## src/rtl/gate_response_checker_pkg.sv

```systemverilog
// Shared definitions for the 2-input gate response checker:
// gate function codes, FSM states, expected-pipe entry and the reference gate.
package gate_response_checker_pkg;

    localparam logic [1:0] FN_NAND = 2'd0;
    localparam logic [1:0] FN_NOR  = 2'd1;
    localparam logic [1:0] FN_AND  = 2'd2;
    localparam logic [1:0] FN_OR   = 2'd3;

    typedef enum logic [1:0] {
        ST_IDLE = 2'd0,
        ST_RUN  = 2'd1,
        ST_DONE = 2'd2
    } state_t;

    // One in-flight sample: expected c plus the {a,b} that produced it.
    typedef struct packed {
        logic       valid;
        logic       exp;
        logic [1:0] ab;
    } pipe_ent_t;

    function automatic logic gate_f(
        input logic [1:0] fn,
        input logic       a,
        input logic       b
    );
        case (fn)
            FN_NAND: return ~(a & b);
            FN_NOR:  return ~(a | b);
            FN_AND:  return a & b;
            default: return a | b;
        endcase
    endfunction

endpackage

```

## src/rtl/gate_response_checker_exp_pipe.sv

```systemverilog
// LAT-deep shift register of expected-value entries with synchronous flush.
// Ports: clk, rst (async high), flush, in_ent -> out_ent (stage LAT-1), empty.
module gate_response_checker_exp_pipe
    import gate_response_checker_pkg::*;
#(
    parameter int LAT = 1
) (
    input  logic      clk,
    input  logic      rst,
    input  logic      flush,
    input  pipe_ent_t in_ent,
    output pipe_ent_t out_ent,
    output logic      empty
);

    pipe_ent_t stage [LAT];

    always_ff @(posedge clk or posedge rst) begin
        if (rst) begin
            for (int k = 0; k < LAT; k++) stage[k] <= '0;
        end else if (flush) begin
            for (int k = 0; k < LAT; k++) stage[k] <= '0;
        end else begin
            stage[0] <= in_ent;
            for (int k = 1; k < LAT; k++) stage[k] <= stage[k-1];
        end
    end

    assign out_ent = stage[LAT-1];

    always_comb begin
        empty = 1'b1;
        for (int k = 0; k < LAT; k++) begin
            if (stage[k].valid) empty = 1'b0;
        end
    end

endmodule

```

## config.mk

```make
export PLATFORM = sky130hd
export DESIGN_NAME = gate_response_checker_exp_pipe
export DESIGN_NICKNAME = d
export VERILOG_FILES = /design/src/rtl/gate_response_checker_pkg.sv /design/src/rtl/gate_response_checker_exp_pipe.sv
export SDC_FILE = /design/constraint.sdc
export NUM_CORES = 1
export LEC_CHECK = 0
export ABC_AREA = 1
export ABC_CLOCK_PERIOD_IN_PS = 800
export CELL_PAD_IN_SITES_DETAIL_PLACEMENT = 1
export CELL_PAD_IN_SITES_GLOBAL_PLACEMENT = 1
export CORE_AREA = 2 2 39 41
export CTS_BUF_LIST = sky130_fd_sc_hd__clkbuf_8 sky130_fd_sc_hd__clkbuf_16
export CTS_CLUSTER_SIZE = 30
export DETAILED_ROUTE_END_ITERATION = 8
export DIE_AREA = 0 0 41 43
export PLACE_DENSITY_LB_ADDON = 0.12
export SLEW_MARGIN = 20
export SYNTH_ARGS = -nofsm -noshare
export SYNTH_HDL_FRONTEND = slang
export SYNTH_SLANG_ARGS = --single-unit
```

## constraint.sdc

```tcl
create_clock -name clk -period 0.8 [get_ports clk]
set_clock_uncertainty 0.2 [all_clocks]
set_input_delay 0.08 -clock clk [delete_from_list [all_inputs] [get_ports clk]]
set_output_delay 0.08 -clock clk [all_outputs]
set_load 0.005 [all_outputs]
```

Word-level counts from Yosys, hierarchy flattened:

Cells that the tools add are included.

* magnitude comparators: 0
* div/mod/pow operators: 0
* mux-type cells: 2
* shifts and indexed selects: 0
* add/subtract/negate cells: 0
* bitwise gates (word level): 0
* reduce and logical (&&, ||, !) cells: 0
* equal/unequal tests: 0
* multipliers: 0

Operators with widths (count)
* two-way mux 4 bit: 1
* two-way mux 1 bit: 1

* output and inout bits: 5
* word-level logic and storage cells: 5
* memories: 0
* bits in latches: 0
* register bits after elaboration: 4
* memory bits (writable): 0
* bits in read-only memories: 0

Logic depth before layout (Yosys ltp):

* depth in word-level cells: 1
* gate-level depth with buffers: 2

Least setup slack after synthesis:

Ideal clock, no wire load.

* kind: register to output
* start: reg stage (netlist bit out_ent[3])
* end: out empty
* arrival: 0.429 ns
* required time: 0.520 ns
* stages on the path, launching flop included: 2
* setup slack: 0.091 ns
* buffers on the path: 0
* path through: dfrtp_1 > inv_1

* longest elaborated chain between the ends: 1

RTL lines
* start, declared: line gate_response_checker_exp_pipe.sv:16 `pipe_ent_t stage [LAT];`
* two-way mux 1 bit: line gate_response_checker_exp_pipe.sv:34 `if (stage[k].valid) empty = 1'b0;`
* end, declared: line gate_response_checker_exp_pipe.sv:13 `output logic empty`

No other way between the ends.

Worst setup path after layout:

Same ends and word-level chain as after synthesis.

==> results.cfg <==
[clock_network]
cts_setup_buffers = 0
clkTransAtPathRegs_ns = 0.03
clock_sinks = 4
cts_buffer_depth = 2
h-tree-depth = 1
cts_tree = yes
cts-root-buf = clkbuf_8
cts_buffers = 3

[global_route]
grt_antenna_before_repair = 0
grt_usage_pct = 6.04
grt_max_degree = 5
grt_pass1_vias = 145
grt_pass1_wl_um = 552
gr-total-overflow = 0

[placement]
gp_congestion = 0.612
dp_cells = 41
port_buffers = 11
placed_area_um2 = 268

[logic_synthesis]
syn-instance-count = 14
syn_area_per_cell_um2 = 9.83
yosys_warnings = 0
synthTopCellsByArea = dfrtp_1 (73%), inv_1 (16%), nor2_1 (11%)
synth_top_family_by_area = buffers and inverters
synth_xor_area_share_pct = 0
synth_area_um2 = 138
yosysTopAreaCell = dfrtp_1
synth-compound-area-share_pct = 0
yosysUniqueCellTypes = 3
synth_seq_area_share_pct = 72.7
synth_top_area_share_pct = 72.7
synthAdderAreaFrac_pct = 0
synthMuxAreaShare_pct = 0
syn_nets = 21
synth_seq_cells = 4
synth-simple-area-share_pct = 10.9

[floorplanning]
rows = 14
die_area_mm2 = 0.00176
core_mm2 = 0.00138
die_x_um = 41
dieHeight_um = 43
start_util_pct = 9.95
io_pins = 12

[timing]
setup_viol = 5
fmaxAchievable_mhz = 988
relSlewSlack_pct = 89.6
worst_pin_slew_ns = 0.156
hold_viol_final = 8
rsz0062_at_grt = true
fin_ws_ns = -0.212
timing.hold.ws_ns = -0.152
period_share_pct = 126
period_minus_slack_ns = 1.01
slew_violations = 0

[worst_setup_path]
startpoint_type = flop
critPathLaunch = out_ent[3]
crit_arrival_ns = 0.73
cp.required_ns = 0.52
cp_max_fo = 2
path_class = reg2out
critPathCaptureType = output port

[route]
first_pass_iters = 2
drc = 0
totalWireLength_um = 311
first_iter_violations = 1
ant_nets = 0
vias = 129
wire_per_inst_um = 7.07
drt-vias-per-instance = 2.93

[power]
power.density_mw_per_mm2 = 2410
peakVddDrop_mv = 0.450
total_leakage_power_uw = 0.000165

[outcome]
status = finished with violations
violations = negative hold slack, negative setup slack

[cells_and_area]
largest_register_ff_count = 4
areaGrowthSynthToFinish_pct = 108
layout-drive-gt1-share_pct = 28.6
antennaDiodeCount = 0
final_nets = 37
fin_cells = 44
n_fill_cell = 162
final_area_um2 = 287

[worst_hold_path]
hp-class = in2async

[flow_run]
maxCapViolCount = 0
-- synthesized netlist by cell type (all sizes together) --
library cell,count
nor2,4
dfrtp,4
inv,6
-- layer usage --
layer / global-route usage, % / part of all wire (%) / up-vias
met4: 12.0 / 5.8 / 0
met5: 0 / 0 / -
met3: 4.71 / 17 / 2
met2: 5.94 / 51 / 10
li1: - / - / 64
met1: 4.55 / 25 / 53
-- final timing paths --
| check | end | slack (ns) | cells after the start |
|---|---|---|---|
| min | out_ent[1] | -0.15 | 2 |
| max | empty | -0.21 | 2 |
| min in group clk | out_ent[2] | -0.08 | 2 |
| max in group asynchronous | out_ent[2] | 0.41 | 2 |
-- where the power goes --
group	switching, uW	total (uW)	internal (uW)
clock	97.4	417	320
combinational	20.1	57.5	37.3
sequential	2.56	217	214
-- kinds of logic after synthesis --
family / Yosys count
buf+inv: 6
flops: 4
simple gates: 4
-- what timing repair did --
action / 4_1_cts / 5_1_grt
pin swaps: 0 / 0
endpoints found under the hold margin: 4 / 8
endpoints found under the setup margin: 5 / 9
resized for setup: 20 / 1
-- cell type report --
cell class	count	area [um^2]	area share, %
flip-flops and latches	4	100	34.9
well taps	16	20.0	6.99
multi-input cells	4	15.0	5.24
inverters	6	22.5	7.86
repair buffers	11	87.6	30.6
clock buffers	3	41.3	14.4
-- layout by cell type (no fill, tap or decap), drive strengths merged --
cell	count
clkdlybuf4s50	5
nor2	4
dfrtp	4
clkbuf	3
buf	5
dlymetal6s2s	1
inv	6
-- through the flow --
| step | power [uW] | util (%) | setup TNS (ns) | setup slack (ns) |
|---|---|---|---|---|
| finish | 691 | 20.7 | -0.862 | -0.212 |
| CTS | 702 | 20.5 | -0.905 | -0.225 |
| global placement | 291 | 19.3 | -2.28 | -0.362 |
| detailed placement | 292 | 19.3 | -2.36 | -0.389 |
| floorplan | 233 | - | 0 | 0.0908 |
| global route | 725 | 20.7 | -0.975 | -0.238 |
-- worst max-delay path, stage by stage (launching register included) --
cell	delay, ns
dfrtp_1	0.36
inv_1	0.05
buf_2	0.10
Note: power is estimated with default switching activity, not from simulation.
